--- src/rtl/img_stream_pkg.sv ---
// Shared types for the raster pixel-stream source: FSM states and the per-pixel
// sideband that travels alongside each frame RAM read.
package img_stream_pkg;

    localparam int unsigned DEF_COORD_W = 10;

    typedef enum logic [2:0] {
        IDLE,
        ACTIVE,
        HBLANK,
        VBLANK,
        DRAIN
    } state_t;

    typedef struct packed {
        logic [DEF_COORD_W-1:0] x;
        logic [DEF_COORD_W-1:0] y;
        logic                   sof;
        logic                   eol;
        logic                   eof;
    } sideband_t;

endpackage

--- src/rtl/stream_skid2.sv ---
// Two-entry FIFO used as the output skid buffer; entry0 is always the head.
module stream_skid2 #(
    parameter int unsigned W = 8
) (
    input  logic         clk,
    input  logic         rst,
    input  logic         push,
    input  logic [W-1:0] din,
    input  logic         pop,
    output logic [W-1:0] dout,
    output logic [1:0]   occ
);

    logic [W-1:0] entry0;
    logic [W-1:0] entry1;

    // Head only changes on a pop or on a push into an empty buffer, so it holds during stalls.
    always_ff @(posedge clk or posedge rst) begin
        if (rst) begin
            entry0 <= '0;
            entry1 <= '0;
            occ    <= 2'd0;
        end else begin
            case ({push, pop})
                2'b10: begin
                    if (occ == 2'd0) entry0 <= din;
                    else             entry1 <= din;
                    occ <= occ + 2'd1;
                end
                2'b01: begin
                    entry0 <= entry1;
                    occ    <= occ - 2'd1;
                end
                2'b11: begin
                    if (occ == 2'd2) begin
                        entry0 <= entry1;
                        entry1 <= din;
                    end else begin
                        entry0 <= din;
                    end
                end
                default: ;
            endcase
        end
    end

    assign dout = entry0;

endmodule

--- src/rtl/img_stream_gen.sv ---
// Raster pixel-stream source: replays a frame RAM with sof/eol/eof, x/y and blanking.
// Optional test-pattern input tpg_mode is enabled by defining IMG_STREAM_GEN_TPG_EN.
module img_stream_gen
    import img_stream_pkg::*;
#(
    parameter int unsigned IMG_COL     = 30,
    parameter int unsigned IMG_ROW     = 20,
    parameter int unsigned PIXEL_WIDTH = 8,
    parameter int unsigned COORD_W     = DEF_COORD_W,
    parameter int unsigned H_BLANK     = 4,
    parameter int unsigned V_BLANK     = 8,
    parameter int unsigned ADDR_W      = $clog2(IMG_COL*IMG_ROW)
) (
    input  logic                   clk,
    input  logic                   rst,
    input  logic                   start,
    input  logic                   stop,
    input  logic [15:0]            num_frames,
    output logic                   rd_en,
    output logic [ADDR_W-1:0]      rd_addr,
    input  logic [PIXEL_WIDTH-1:0] rd_data,
    output logic                   out_valid,
    input  logic                   out_ready,
    output logic [PIXEL_WIDTH-1:0] out_data,
    output logic                   out_sof,
    output logic                   out_eol,
    output logic                   out_eof,
    output logic [COORD_W-1:0]     x_coord,
    output logic [COORD_W-1:0]     y_coord,
    output logic                   busy,
    output logic                   frame_done
`ifdef IMG_STREAM_GEN_TPG_EN
    ,
    input  logic [1:0]             tpg_mode
`endif
);

    localparam int unsigned BLANK_W = 16;
    localparam int unsigned FRAME_W = 16;
    localparam int unsigned PAY_W   = $bits(sideband_t) + PIXEL_WIDTH;
    localparam logic [COORD_W-1:0] LAST_X = COORD_W'(IMG_COL - 1);
    localparam logic [COORD_W-1:0] LAST_Y = COORD_W'(IMG_ROW - 1);

    if (COORD_W > DEF_COORD_W) begin : g_coord_w_check
        $error("img_stream_gen: COORD_W exceeds sideband coordinate width");
    end

    state_t               state_q, state_d;
    logic [COORD_W-1:0]   x_q, x_d, y_q, y_d;
    logic [ADDR_W-1:0]    addr_q, addr_d;
    logic [BLANK_W-1:0]   blank_q, blank_d;
    logic [FRAME_W-1:0]   frame_q, frame_d, nf_q, nf_d;
    logic                 issue_c, vblank_c, frame_end_c, room_c, pop_c;
    sideband_t            sb_d1, head_sb;
    logic                 vld_d1;
    logic [PIXEL_WIDTH-1:0] pix_c, head_px;
    logic [PAY_W-1:0]     head_w;
    logic [1:0]           occ;

    // Issue credit counts the head leaving this cycle, which sustains one pixel per clock.
    assign pop_c  = out_valid && out_ready;
    assign room_c = (3'({1'b0, occ}) - 3'(pop_c) + 3'(vld_d1)) < 3'd2;

    always_comb begin
        state_d     = state_q;
        x_d         = x_q;
        y_d         = y_q;
        addr_d      = addr_q;
        blank_d     = blank_q;
        frame_d     = frame_q;
        nf_d        = nf_q;
        issue_c     = 1'b0;
        vblank_c    = 1'b0;
        frame_end_c = 1'b0;
        case (state_q)
            IDLE: begin
                if (start) begin
                    nf_d    = num_frames;
                    frame_d = '0;
                    x_d     = '0;
                    y_d     = '0;
                    addr_d  = '0;
                    blank_d = '0;
                    state_d = ACTIVE;
                end
            end
            ACTIVE: begin
                if (room_c) begin
                    issue_c = 1'b1;
                    addr_d  = addr_q + ADDR_W'(1);
                    x_d     = x_q + COORD_W'(1);
                    blank_d = '0;
                    if (x_q == LAST_X) begin
                        x_d = '0;
                        y_d = y_q + COORD_W'(1);
                        if (y_q == LAST_Y) begin
                            y_d    = '0;
                            addr_d = '0;
                        end
                        if (H_BLANK != 0)         state_d  = HBLANK;
                        else if (y_q == LAST_Y)   vblank_c = 1'b1;
                    end
                end
            end
            HBLANK: begin
                blank_d = blank_q + BLANK_W'(1);
                if (blank_q == BLANK_W'(H_BLANK - 1)) begin
                    blank_d = '0;
                    // y has already wrapped to 0 only after the last row of the frame
                    if (y_q == '0) vblank_c = 1'b1;
                    else           state_d  = ACTIVE;
                end
            end
            VBLANK: begin
                blank_d = blank_q + BLANK_W'(1);
                if (blank_q == BLANK_W'(V_BLANK - 1)) frame_end_c = 1'b1;
            end
            DRAIN: begin
                if (occ == 2'd0 && !vld_d1) state_d = IDLE;
            end
            default: state_d = IDLE;
        endcase
        if (vblank_c) begin
            if (V_BLANK != 0) state_d     = VBLANK;
            else              frame_end_c = 1'b1;
        end
        if (frame_end_c) begin
            frame_d = frame_q + FRAME_W'(1);
            blank_d = '0;
            state_d = ((frame_d == nf_q && nf_q != '0) || stop) ? DRAIN : ACTIVE;
        end
    end

    always_ff @(posedge clk or posedge rst) begin
        if (rst) begin
            state_q    <= IDLE;
            x_q        <= '0;
            y_q        <= '0;
            addr_q     <= '0;
            blank_q    <= '0;
            frame_q    <= '0;
            nf_q       <= '0;
            vld_d1     <= 1'b0;
            sb_d1      <= '0;
            frame_done <= 1'b0;
        end else begin
            state_q    <= state_d;
            x_q        <= x_d;
            y_q        <= y_d;
            addr_q     <= addr_d;
            blank_q    <= blank_d;
            frame_q    <= frame_d;
            nf_q       <= nf_d;
            vld_d1     <= issue_c;
            frame_done <= pop_c && head_sb.eof;
            if (issue_c) begin
                sb_d1.x   <= DEF_COORD_W'(x_q);
                sb_d1.y   <= DEF_COORD_W'(y_q);
                sb_d1.sof <= (x_q == '0) && (y_q == '0);
                sb_d1.eol <= (x_q == LAST_X);
                sb_d1.eof <= (x_q == LAST_X) && (y_q == LAST_Y);
            end
        end
    end

`ifdef IMG_STREAM_GEN_TPG_EN
    assign rd_en = issue_c && (tpg_mode == 2'd0);

    always_comb begin
        pix_c = rd_data;
        case (tpg_mode)
            2'd1:    pix_c = PIXEL_WIDTH'(sb_d1.x);
            2'd2:    pix_c = (sb_d1.x[2] ^ sb_d1.y[2]) ? '1 : '0;
            2'd3:    pix_c = PIXEL_WIDTH'(1) << (PIXEL_WIDTH - 1);
            default: pix_c = rd_data;
        endcase
    end
`else
    assign rd_en = issue_c;
    assign pix_c = rd_data;
`endif

    stream_skid2 #(.W(PAY_W)) u_skid (
        .clk  (clk),
        .rst  (rst),
        .push (vld_d1),
        .din  ({sb_d1, pix_c}),
        .pop  (pop_c),
        .dout (head_w),
        .occ  (occ)
    );

    assign {head_sb, head_px} = head_w;
    assign rd_addr   = addr_q;
    assign out_valid = (occ != 2'd0);
    assign out_data  = head_px;
    assign out_sof   = head_sb.sof;
    assign out_eol   = head_sb.eol;
    assign out_eof   = head_sb.eof;
    assign x_coord   = COORD_W'(head_sb.x);
    assign y_coord   = COORD_W'(head_sb.y);
    assign busy      = (state_q != IDLE);

endmodule

--- config.mk ---
export PLATFORM = sky130hd
export DESIGN_NAME = img_stream_gen
export DESIGN_NICKNAME = d
export VERILOG_FILES = /design/src/rtl/img_stream_pkg.sv /design/src/rtl/stream_skid2.sv /design/src/rtl/img_stream_gen.sv
export SDC_FILE = /design/constraint.sdc
export NUM_CORES = 1
export LEC_CHECK = 0
export BUFFER_PORTS_ARGS = -buffer_cell sky130_fd_sc_hd__buf_2
export CORE_MARGIN = 5
export CORE_UTILIZATION = 45
export CTS_CLUSTER_SIZE = 14
export DETAILED_ROUTE_END_ITERATION = 8
export PLACE_DENSITY = 0.74
export SYNTH_ARGS = -nofsm -noshare
export SYNTH_HDL_FRONTEND = slang
export SYNTH_SLANG_ARGS = --single-unit
--- constraint.sdc ---
create_clock -name clk -period 4.76 [get_ports clk]
set_clock_uncertainty 0.15 [all_clocks]
set_input_delay 0 -clock clk [delete_from_list [all_inputs] [get_ports clk]]
set_output_delay 0 -clock clk [all_outputs]
set_load 0.005 [all_outputs]
**Yosys cells after proc, flatten, opt, wreduce, memory -nomap -nowiden**

Index checks and enable logic that the tools add are counted.

- Add/subtract/negate cells: 9
- Order comparisons: 1
- Equality and inequality tests: 28
- Muxes and demuxes: 43
- Reduce and logical (&&, ||, !) cells: 30

Operator list:

| operator | count |
|---|---|
| $mux 31 | 4 |
| $mux 16 | 6 |
| $pmux 31 s3 | 1 |
| $mux 10 | 9 |
| $pmux 16 s4 | 1 |
| $pmux 31 s2 | 1 |
| $pmux 10 s2 | 3 |
| $add 16x1->16 const B | 2 |
| $add 10x1->10 const B | 3 |
| $mux 3 | 9 |
| $ne 4x4->1 const B | 6 |
| $eq 10x5->1 const B | 2 |
| $logic_not 10->1 | 2 |
| $eq 16x16->1 | 1 |
| $eq 16x2->1 const B | 1 |
| $eq 16x3->1 const B | 1 |
| $reduce_bool 16->1 | 1 |
| $pmux 3 s5 | 1 |
| $reduce_bool 2->1 | 6 |
| $ne 2x2->1 const B | 5 |
| $ne 3x3->1 const B | 3 |
| $reduce_and 3->1 | 3 |
| $mux 1 | 7 |
| $reduce_and 7->1 | 1 |
| 21 further kinds | 32 |

- Flip-flop bits (word level): 170
- Logic and storage cells: 128

**Depth between registers and ports, before layout**

Gate-level depths: netlist of run 1.

- Depth in word-level cells: 9
- Depth in mapped cells: 11
- Gate-level depth less buffers: 10

**Modules after synthesis**

Synthesis of run 1 repeated with hierarchy kept, for this count alone.

- Cell total of the unflattened synthesis: 854
- Area total of the unflattened synthesis: 8,627.0 um2

Modules (own cells, without submodules):

| module | instances | cells an instance | area an instance (um2) | sequential area each (um2) |
|---|---|---|---|---|
| img_stream_gen | 1 | 589 | 5,554.1 | 2,652.5 |
| stream_skid2 | 1 | 265 | 3,072.9 | 1,601.5 |

**Worst setup path before layout of run 1**

Ideal clock, no wire load.

- Path type: register to register
- From: register u_skid.occ[0]
- To: register blank_q[12]
- Library setup time: 0.066 ns
- Data arrival time: 2.493 ns
- Data required time: 4.544 ns
- Path slack: 2.051 ns
- Stages on the path, launching flop included: 11
- Buffers on the path: 2
- Clock period less this slack: 2.709 ns
- Cells stage by stage: dfrtp_1 clkbuf_1 nor2_1 o21ai_0 fa_1 xnor2_1 a21oi_1 nand2b_1 buf_2 or4b_1 nand2_1

- Cells in the longest elaborated chain, start to end: 7

Ends and longest elaborated chain:

| element | line | text |
|---|---|---|
| start, declared | stream_skid2.sv:11 | `output logic [1:0] occ` |
| start signal, assigned | stream_skid2.sv:28 | `occ <= occ + 2'd1;` |
| start signal, assigned | stream_skid2.sv:32 | `occ <= occ - 2'd1;` |
| $reduce_bool 2->1 | img_stream_gen.sv:195 | `assign out_valid = (occ != 2'd0);` |
| $logic_and 1x1->1 | img_stream_gen.sv:61 | `assign pop_c = out_valid && out_ready;` |
| $sub 2x1->3 (*) | img_stream_gen.sv:62 | `assign room_c = (3'({1'b0, occ}) - 3'(pop_c) + 3'(vld_d1)) < 3'd2;` |
| $add 3x1->3 (*) | img_stream_gen.sv:62 |  |
| $lt 3x2->1 (*) | img_stream_gen.sv:62 |  |
| $ne 3x3->1 (no source line) (*) | n/a |  |
| $reduce_and 3->1 (no source line) (*) | n/a |  |
| end signal, assigned | img_stream_gen.sv:151 | `blank_q <= blank_d;` |
| end, declared | img_stream_gen.sv:51 | `logic [BLANK_W-1:0] blank_q, blank_d;` |

Mark *: on every way between the ends. The rest lies on a longest branch, timed or not.
A chain may end at the register's enable or synchronous reset.

**Final worst setup path of run 1**

- From: register u_skid.occ[1]
- To: register y_q[7]

- Cells in the longest elaborated chain, start to end: 7

Ends and longest elaborated chain:

| element | line | text |
|---|---|---|
| $reduce_bool 2->1 | img_stream_gen.sv:195 |  |
| $logic_and 1x1->1 | img_stream_gen.sv:61 |  |
| $sub 2x1->3 (*) | img_stream_gen.sv:62 |  |
| $add 3x1->3 (*) | img_stream_gen.sv:62 |  |
| $lt 3x2->1 (*) | img_stream_gen.sv:62 |  |
| $ne 2x2->1 (no source line) (*) | n/a |  |
| $reduce_and 4->1 (no source line) (*) | n/a |  |
| end signal, assigned | img_stream_gen.sv:149 | `y_q <= y_d;` |
| end, declared | img_stream_gen.sv:49 | `logic [COORD_W-1:0] x_q, x_d, y_q, y_d;` |

Marked as above.

==> flow_summary.toml, run 1 <==
[outcome]
status = "finished clean"

[setup_path]
rrSetupSlack_ns = 1.44
cp_cell_sequence = "nand2_1 -> nor2_1 -> o21ai_0 -> fa_1 -> xnor2_1 -> a21oi_1 -> a21oi_1 -> nand3_1 -> nor3b_1 -> a21o_1"
critPathKind = "reg2reg"
crit_fanout = 14
crit_top_cell = "a21oi_1"
r2r_end = "y_q[7]"
crit_arrival_ns = 3.54
reg2regPathDepth = 10
worstSetupStartpointType = "flop"
critical-path-max-stage-delay_ns = 0.73
worst-path-buf-inv = 0
slowest_stage = "a21oi_1"
reg2reg_from = "u_skid.occ[1]"
path_delay_family = "compound AO/OA/AOI/OAI gates"
end_kind = "flop"
critPathRequiredTime_ns = 4.98

[synth]
synth-edff-count = 0
synthFlopType = "dfrtp_1"
ys_seq_area_frac = 0.515
netlist_area_um2 = 8260
ys_seq_elements = 170
synthArstFlopShare = 1.00
postSynthAreaPerCell_um2 = 9.95
syn_nets = 870
netlist_instances = 830
yosysUniqueCellTypes = 58
yosys_warnings = 0

[global_route]
grt_antenna_before_repair = 0
grt_max_degree = 83
grt_overflow = 0
grt.total_usage = 0.167
grt_pass1_wl_um = 30000
grt_pass1_vias = 6198

[route]
route.vias.total = 6287
viasPerCell = 5.43
post_drt_wl_per_cell_um = 14.9
antenna_left = 0
first_pass_iters = 5
drt_wl_total_um = 17300
drc = 0
drt_iter0_drc = 410

[clock_tree]
cts_tree = "built"
clkLatencyLatePin_ns = 0.43
numCtsBuffers = 17
cts_num_sinks = 170
clkTransAtPathRegs_ns = 0.06
ctsRootBufferMaster = "clkbuf_16"
cts_htree_levels = 4
cts_resized = 0
cts_setup_buffers = 0
cts_buffer_depth = 2

[min_path]
hold_class = "in2reg"
holdPathStages = 5
min_from = "start"
min_to = "nf_q[12]"

[timing]
setup_tns_ns = 0
finalCritPeriodShare = 0.698
slew_viol_final = 0
max_slew.worst_pin.slew_ns = 1.10
final.min_clock_period_ns = 3.32
hold_viol = 0
maxSlewHeadroom = 0.265
worst_slack_ns = 1.44
hold_ws_ns = 0.0509
fmax_ghz = 0.301
rsz0062_at_grt = "false"
finalSetupViolCount = 0

[power_and_ir_drop]
leakage_uw = 0.00447
irDropWorstVdd_v = 0.000300
powerDensity_nw_per_um2 = 518

[place]
post-dp-hpwl_um = 11400
io_buffers = 73
gp_congestion = 0.821
dp.cells = 1098
place_ws_ns = 1.46
place_area_um2 = 8790

[die]
core_region_area_um2 = 18000
die-area_um2 = 21200
initial_core_util = 0.458
die_w_um = 145
pin_count = 74
num_rows = 49
die_h_um = 145

[layout]
drive_gt1_frac = 0.192
fin_area_um2 = 9610
fill_cells = 1623
final_cells = 1157
mostFrequentLayoutCells = "dfrtp_1 (170), nand2_1 (149), o21ai_0 (100), buf_2 (73), mux2_2 (48)"
synthToLayoutAreaGrowth_pct = 16.4
diodes = 0
fin_nets = 955
final_common_cell = "dfrtp_1"

[job]
drv_cap = 0
==> flip-flops by register name, summed over array words and instances (netlist names) <==
register	count
y_q	10
frame_q	16
frame_done	1
u_skid.entry1	31
vld_d1	1
rd_addr	10
state_q	3
nf_q	16
blank_q	16
x_q	10
u_skid.occ	2
sb_d1	23
u_skid.dout	31
==> where the power goes <==
part	switching, uW	leakage, uW	total [uW]	internal [uW]
Clock	602	0.000268	1300	697
Sequential	390	0.00227	2180	1790
Combinational	835	0.00193	1500	666
==> kinds of logic (layout without fill, tap and decap cells) <==
family                     Yosys count  in the layout  synth area share
AOI/OAI and AO/OA                  178            178             0.128
xor gates and xnor gates            49             49            0.0536
adders and majority gates           11             11            0.0176
buffers and inverters               56            154            0.0292
DFF                                170            170             0.515
muxes                               49             49            0.0667
and+or+nand+nor                    317            317             0.190
==> repair_timing <==
action                                  4_1_cts  5_1_grt
hold buffers                                 27        0
endpoints found under the hold margin       116        0
endpoints found under the setup margin        0        0
==> synthesized netlist by cell type, drive strengths merged, types with 4 or more instances <==
master	instances	area (um2)
nand2	149	559
buf	17	95.1
o211ai	4	35.0
o31ai	10	75.1
inv	13	48.8
a22oi	31	233
o21ai	104	524
ha	10	125
and3	11	68.8
nor4	14	103
xor2	25	219
dfrtp	170	4250
nand4	21	146
nand2b	6	37.5
a21o	6	45.0
nor2	47	176
nor3	13	70.1
nand3	23	120
mux2	48	541
and2	4	25.0
a21oi	12	60.1
xnor2	23	201
clkbuf	26	97.6
and4	5	43.8
==> area by class of cell <==
cell class | instances | area (um2) | area share
clock buffers | 20 | 447 | 0.0465
multi-input cells | 604 | 3760 | 0.392
clock inverters | 12 | 103 | 0.0107
inverters | 13 | 53.8 | 0.00560
well taps | 229 | 287 | 0.0298
flip-flops and latches | 170 | 4250 | 0.443
repair buffers | 109 | 703 | 0.0732
==> metrics by stage <==
stage	power, uW	utilization
after global routing	5340	0.533
after detailed placement	3700	0.488
final	4980	0.533
after floorplan	3300	-
after CTS	5040	0.533
after global placement	3650	0.488
==> how the worst max path moves through the flow <==
stage	from	end	depth (start not counted)	slack, ns
2_1_floorplan	rst	blank_q[0]	1	0.007
3_3_place_gp	u_skid.occ[1]	y_q[7]	10	1.53
3_5_place_dp	u_skid.occ[1]	y_q[7]	10	1.46
4_1_cts	u_skid.occ[1]	y_q[7]	10	1.43
5_1_grt	u_skid.occ[1]	y_q[7]	10	1.06
6_report	u_skid.occ[1]	y_q[7]	10	1.44
==> layer usage <==
layer	GRT usage	vias up	routed length, um
met4	0.0448	0	220
met3	0.0424	19	716
met5	0	-	0
li1	-	3109	-
met1	0.216	3037	7930
met2	0.281	122	8410
==> worst register-to-register path, cell delays in order, from the launching register on <==
cell and delay, ns:
dfrtp_1 0.45, nand2_1 0.08, nor2_1 0.19, o21ai_0 0.15
fa_1 0.39, xnor2_1 0.33, a21oi_1 0.17, a21oi_1 0.73
nand3_1 0.27, nor3b_1 0.25, a21o_1 0.11
(Power assumes the default switching activity.)
==> inputs of run 2 (changes only) <==
ABC_AREA = 1   (was default)
PLACE_DENSITY = 0.73   (was 0.74)
clock period = 2.85 ns   (was 4.76 ns; I/O delays follow)
==> flow_summary.toml, run 2 <==
[outcome]
status = "finished clean"

[timing]
finalCritPeriodShare = 0.958
max_slew.worst_pin.slew_ns = 0.846
slew_viol_final = 0
finalSetupViolCount = 0
worst_slack_ns = 0.121
final.min_clock_period_ns = 2.73
maxSlewHeadroom = 0.435
hold_viol = 0
setup_tns_ns = 0
fmax_ghz = 0.366

[power_and_ir_drop]
totalPowerFinal_uw = 6750
leakage_uw = 0.00509
powerDensity_nw_per_um2 = 659
irDropWorstVdd_v = 0.000439

[setup_path]
critPathKind = "reg2reg"
cp.depth = 19
rrSetupSlack_ns = 0.12
worst-path-buf-inv = 4
end_kind = "flop"
critical-path-max-stage-delay_ns = 0.53
slowest_stage = "fa_1"
reg2reg_from = "u_skid.occ[0]"
reg2regPathDepth = 19
path_delay_family = "simple AND/OR/NAND/NOR gates"
cp_cell_sequence = "inv_2 -> nand2_2 -> inv_2 -> nor2_4 -> inv_2 -> nor2_4 -> o21ai_2 -> fa_1 -> nand3_2 -> nor2_8 -> nor2_8 -> clkinv_4 -> nand3_4 -> nor2_4 -> nand2_1 -> nor2_2 -> nand3_1 -> nand2_1 -> nor2_1"
crit_arrival_ns = 2.91
critPathRequiredTime_ns = 3.03
crit_fanout = 6
worstSetupStartpointType = "flop"
crit_path_start = "u_skid.occ[0]"

[route]
post_drt_wl_per_cell_um = 13.7
antenna_left = 0
drt_iter0_drc = 364
viasPerCell = 5.14
first_pass_iters = 7
route.vias.total = 7291
drt_wl_total_um = 19500
drc = 0

[clock_tree]
cts_htree_levels = 4
cts_tree = "built"
cts_buffer_depth = 2
clkLatencyLatePin_ns = 0.44
numCtsBuffers = 17
cts_num_sinks = 170
clkTransAtPathRegs_ns = 0.08
ctsRootBufferMaster = "clkbuf_16"

[layout]
fin_nets = 1212
mostFrequentLayoutCells = "nand2_1 (182), dfrtp_1 (170), nor2_1 (162), a21oi_1 (126), inv_1 (115)"
final_common_cell = "nand2_1"
drive_gt1_frac = 0.150
diodes = 0
synthToLayoutAreaGrowth_pct = 21.7

[synth]
ys_seq_elements = 170
netlist_instances = 1048
synth_commonest_cells = "nand2_1 (183), dfrtp_1 (170), nor2_1 (162)"
netlist_area_um2 = 8410
synthFlopType = "dfrtp_1"
synth-edff-count = 0
synthArstFlopShare = 1.00
postSynthAreaPerCell_um2 = 8.02
synth_area_leaders = "dfrtp_1 (51%), nand2_1 (8.2%), a21oi_1 (7.6%)"
synth_most_common_cell = "nand2_1"
yosysUniqueCellTypes = 43
yosys.area.top_type_share = 0.506
syn_nets = 1088
ys_seq_area_frac = 0.506
yosys_warnings = 0
yosys.area.top_type = "dfrtp_1"

[global_route]
use_met3 = 0.0370
grt_pass1_wl_um = 33000
grt_busiest_layer = "met2"
grt_max_degree = 63
grt_antenna_before_repair = 0
grt_use_met2 = 0.292
grt.total_usage = 0.184
grt_pass1_vias = 6949
grt_overflow = 0
grtUsageMet1 = 0.256

[die]
die_h_um = 147
core_region_area_um2 = 18600
num_rows = 50
die_w_um = 147
initial_core_util = 0.453
pin_count = 74
die-area_um2 = 21500

[place]
post-dp-hpwl_um = 12900
place_ws_ns = -0.0691
gp_congestion = 0.840
io_buffers = 73

[min_path]
hold_class = "in2async"

[job]
drv_cap = 0
[run 2: cell types whose count changed after synthesis, sizes merged, moves of 13 or more]
| cell | before | now |
|---|---|---|
| nor2 | 47 | 174 |
| inv | 13 | 130 |
| a21oi | 12 | 127 |
| mux2 | 48 | 0 |
| nand3 | 23 | 68 |
| nand2 | 149 | 186 |
| o21ai | 104 | 71 |
| a22oi | 31 | 2 |
| xnor2 | 23 | 3 |
| xor2 | 25 | 6 |
| clkbuf | 26 | 13 |
[run 2: cells by family (layout without fill, tap and decap cells)]
| logic type | after synthesis | in the layout | synth area share |
|---|---|---|---|
| and+or+nand+nor | 474 | 474 | 0.248 |
| AOI/OAI and AO/OA | 221 | 221 | 0.139 |
| DFF | 170 | 170 | 0.506 |
| buffers and inverters | 162 | 299 | 0.0780 |
| adders and majority gates | 11 | 11 | 0.0173 |
| xor gates and xnor gates | 10 | 10 | 0.0121 |
[run 2: repair_timing]
action | CTS | global route
buffers inserted | 1 | 9
hold buffers | 33 | 0
endpoints found under the hold margin | 68 | 0
gates resized for setup | 5 | 11
pin swaps | 0 | 8
endpoints found under the setup margin | 16 | 38
[run 2: stage by stage]
| step | hold WS, ns | cells | instance area (um2) | util |
|---|---|---|---|---|
| 3_3_place_gp | 0.0518 | 1344 | 9130 | 0.491 |
| 6_report | 0.113 | 1419 | 10200 | 0.551 |
| 4_1_cts | 0.134 | 1410 | 10100 | 0.545 |
| 3_5_place_dp | 0.0547 | 1344 | 9130 | 0.491 |
| 2_1_floorplan | -0.0333 | 1048 | 8410 | - |
| 5_1_grt | 0.166 | 1419 | 10200 | 0.551 |
[run 2: power by group]
| part | internal (uW) | leakage, uW | total (uW) | switching [uW] |
|---|---|---|---|---|
| clock network | 1290 | 0.000310 | 2440 | 1150 |
| logic | 594 | 0.00280 | 1410 | 815 |
| registers | 2730 | 0.00198 | 2900 | 165 |
| total | 4620 | 0.00509 | 6750 | 2130 |
[run 2: worst paths after layout]
path	end
min	u_skid.dout[26]
min reg2reg	u_skid.entry1[8]
max in group asynchronous	blank_q[6]
min in group clk	nf_q[9]
max	rd_addr[9]
max reg2reg	rd_addr[9]
[run 2: final cells by class]
| cell class | instances | area, um2 |
|---|---|---|
| clock buffer | 17 | 425 |
| clock inverter | 15 | 213 |
| fill | 1645 | 8350 |
| inverter | 131 | 505 |
| multi-input combinational | 716 | 3560 |
| sequential | 170 | 4250 |
| tap | 234 | 293 |
| timing repair buffer | 136 | 978 |
[run 2: worst reg2reg max path: stages, from the launching register on]
cell and delay [ns]:
dfrtp_1 0.38, inv_2 0.05, nand2_2 0.07, inv_2 0.05, nor2_4 0.09, inv_2 0.06
nor2_4 0.13, o21ai_2 0.07, fa_1 0.53, nand3_2 0.13, nor2_8 0.16, nor2_8 0.06
clkinv_4 0.09, nand3_4 0.08, nor2_4 0.13, nand2_1 0.07, nor2_2 0.15, nand3_1 0.09
nand2_1 0.07, nor2_1 0.04
[run 2: per-layer routing]
| metal | wire length (um) | up-vias |
|---|---|---|
| li1 | - | 3678 |
| met1 | 9080 | 3389 |
| met4 | 223 | 0 |
| met2 | 9160 | 209 |
| met3 | 1020 | 15 |
| met5 | 0 | - |
==> inputs of run 3 (changes only) <==
CORE_UTILIZATION = 40   (was 45)
PLACE_DENSITY = 0.67   (was 0.73)
==> flow_summary.toml, run 3 (same netlist as run 2, synthesis figures left out) <==
[route]
post_drt_wl_per_cell_um = 13.4
drc = 0
first_pass_iters = 5
drt_iter0_drc = 338
drt_wl_total_um = 19500
route.vias.total = 7148
viasPerCell = 4.92
antenna_left = 0

[power_and_ir_drop]
p_comb_frac = 0.212
p_int_uw = 4620
p_sw_frac = 0.310
switching_power_uw = 2070
clock_power_share = 0.354
powerDensity_nw_per_um2 = 652
irDropWorstVdd_v = 0.000401
pwr-share-seq = 0.433
leakage_uw = 0.00506
totalPowerFinal_uw = 6700

[clock_tree]
cts_num_sinks = 170
numCtsBuffers = 17
cts_tree = "built"
ctsRootBufferMaster = "clkbuf_16"
cts_buffer_depth = 2
cts_htree_levels = 4
clkLatencyLatePin_ns = 0.43
clkTransAtPathRegs_ns = 0.07

[layout]
synthToLayoutAreaGrowth_pct = 22.2
mostFrequentLayoutCells = "nand2_1 (181), dfrtp_1 (170), nor2_1 (162), a21oi_1 (126), inv_1 (115)"
fill_cells = 1962
drive_gt1_frac = 0.148
diodes = 0
fin_nets = 1206
final_cells = 1454
final_common_cell = "nand2_1"

[timing]
final.min_clock_period_ns = 2.69
worst_slack_ns = 0.160
finalCritPeriodShare = 0.944
slew_viol_final = 0
maxSlewHeadroom = 0.393
max_slew.worst_pin.slew_ns = 0.908
rsz0062_at_grt = "true"
fmax_ghz = 0.372
finalSetupViolCount = 0
hold_viol = 0

[die]
pin_count = 74
die_w_um = 155
initial_core_util = 0.403
core_region_area_um2 = 20900
die-area_um2 = 24000
die_h_um = 155
num_rows = 53

[global_route]
grt_pass1_vias = 6946
grt.total_usage = 0.166
grt_pass1_wl_um = 33100
grt_overflow = 0
grt_antenna_before_repair = 0
grt_max_degree = 63

[setup_path]
path_delay_family = "simple AND/OR/NAND/NOR gates"
critPathKind = "reg2reg"
worstSetupStartpointType = "flop"
worst-path-buf-inv = 4
critical-path-max-stage-delay_ns = 0.59
slowest_stage = "fa_1"
crit_fanout = 6
cp_cell_sequence = "inv_2 -> nand2_2 -> inv_2 -> nor2_4 -> inv_2 -> nor2_4 -> o21ai_2 -> fa_1 -> nand3_4 -> nor2_8 -> nor2_8 -> clkinv_4 -> nand3_4 -> nor2_4 -> nand2_2 -> nor2_4 -> nand3_2 -> nand2_1 -> nor2_1"
critPathRequiredTime_ns = 3.02
end_kind = "flop"
crit_arrival_ns = 2.86
crit_top_cell = "nor2_4"

[job]
drv_cap = 0

[place]
gp_congestion = 0.854
place_ws_ns = -0.0235
io_buffers = 73
post-dp-hpwl_um = 13300
dp.cells = 1385

[outcome]
status = "finished clean"

[min_path]
hold_class = "in2reg"
==> run 3: final cells by class <==
cell class	instances	area (um2)	share of cell area
tap	275	344	0.0335
sequential	170	4250	0.414
multi-input combinational	716	3590	0.349
clock buffer	18	439	0.0427
clock inverter	14	175	0.0171
inverter	131	510	0.0497
timing repair buffer	130	963	0.0938
==> run 3: path summary, 6_finish.rpt <==
kind / startpoint / endpoint / slack, ns / cells past startpoint
max: u_skid.occ[1] / rd_addr[9] / 0.16 / 19
min: num_frames[8] / nf_q[8] / 0.15 / 4
max reg2reg: u_skid.occ[1] / rd_addr[9] / 0.16 / 19
min reg2reg: sb_d1[0] / u_skid.entry1[8] / 0.34 / 2
max in group asynchronous: rst / y_q[6] / 1.59 / 4
min in group asynchronous: rst / u_skid.dout[25] / 0.17 / 3
==> run 3: power by group through the flow <==
| stage | Combinational, uW | Clock (uW) | Sequential [uW] |
|---|---|---|---|
| floorplan | 767 | 0 | 2960 |
| global placement | 1340 | 0 | 2940 |
| detailed placement | 1360 | 0 | 2950 |
| CTS | 1410 | 2420 | 2900 |
| global route | 1610 | 2520 | 2940 |
| finish | 1420 | 2370 | 2900 |
==> run 3: per-stage QoR <==
step	setup TNS (ns)	hold WS (ns)	area (um2)	util
2_1_floorplan	0	-0.0333	8410	-
3_3_place_gp	0	0.0510	9210	0.441
3_5_place_dp	-0.0235	0.0558	9210	0.441
4_1_cts	0	0.138	10200	0.487
5_1_grt	-0.438	0.178	10300	0.492
6_report	0	0.154	10300	0.492
==> run 3: tightest hold or removal path, stage by stage <==
cell           delay, ns
dlygate4sd3_1       0.52
buf_2               0.09
nand2_1             0.04
o21ai_0             0.05
==> run 3: what timing repair did <==
action / in CTS / in global routing
setup buffers: 0 / 4
hold endpoints to repair: 74 / 0
pin swaps: 0 / 8
resized for setup: 5 / 19
endpoints found under the setup margin: 6 / 31
hold buffers: 33 / 0
==> run 3: routing by layer <==
layer  track usage  wire [um]  vias to the layer above
li1              -          -                     3659
met1         0.234       9310                     3324
met2         0.263       9070                      147
met3        0.0339        897                       18
met4        0.0421        211                        0
met5             0          0                        -
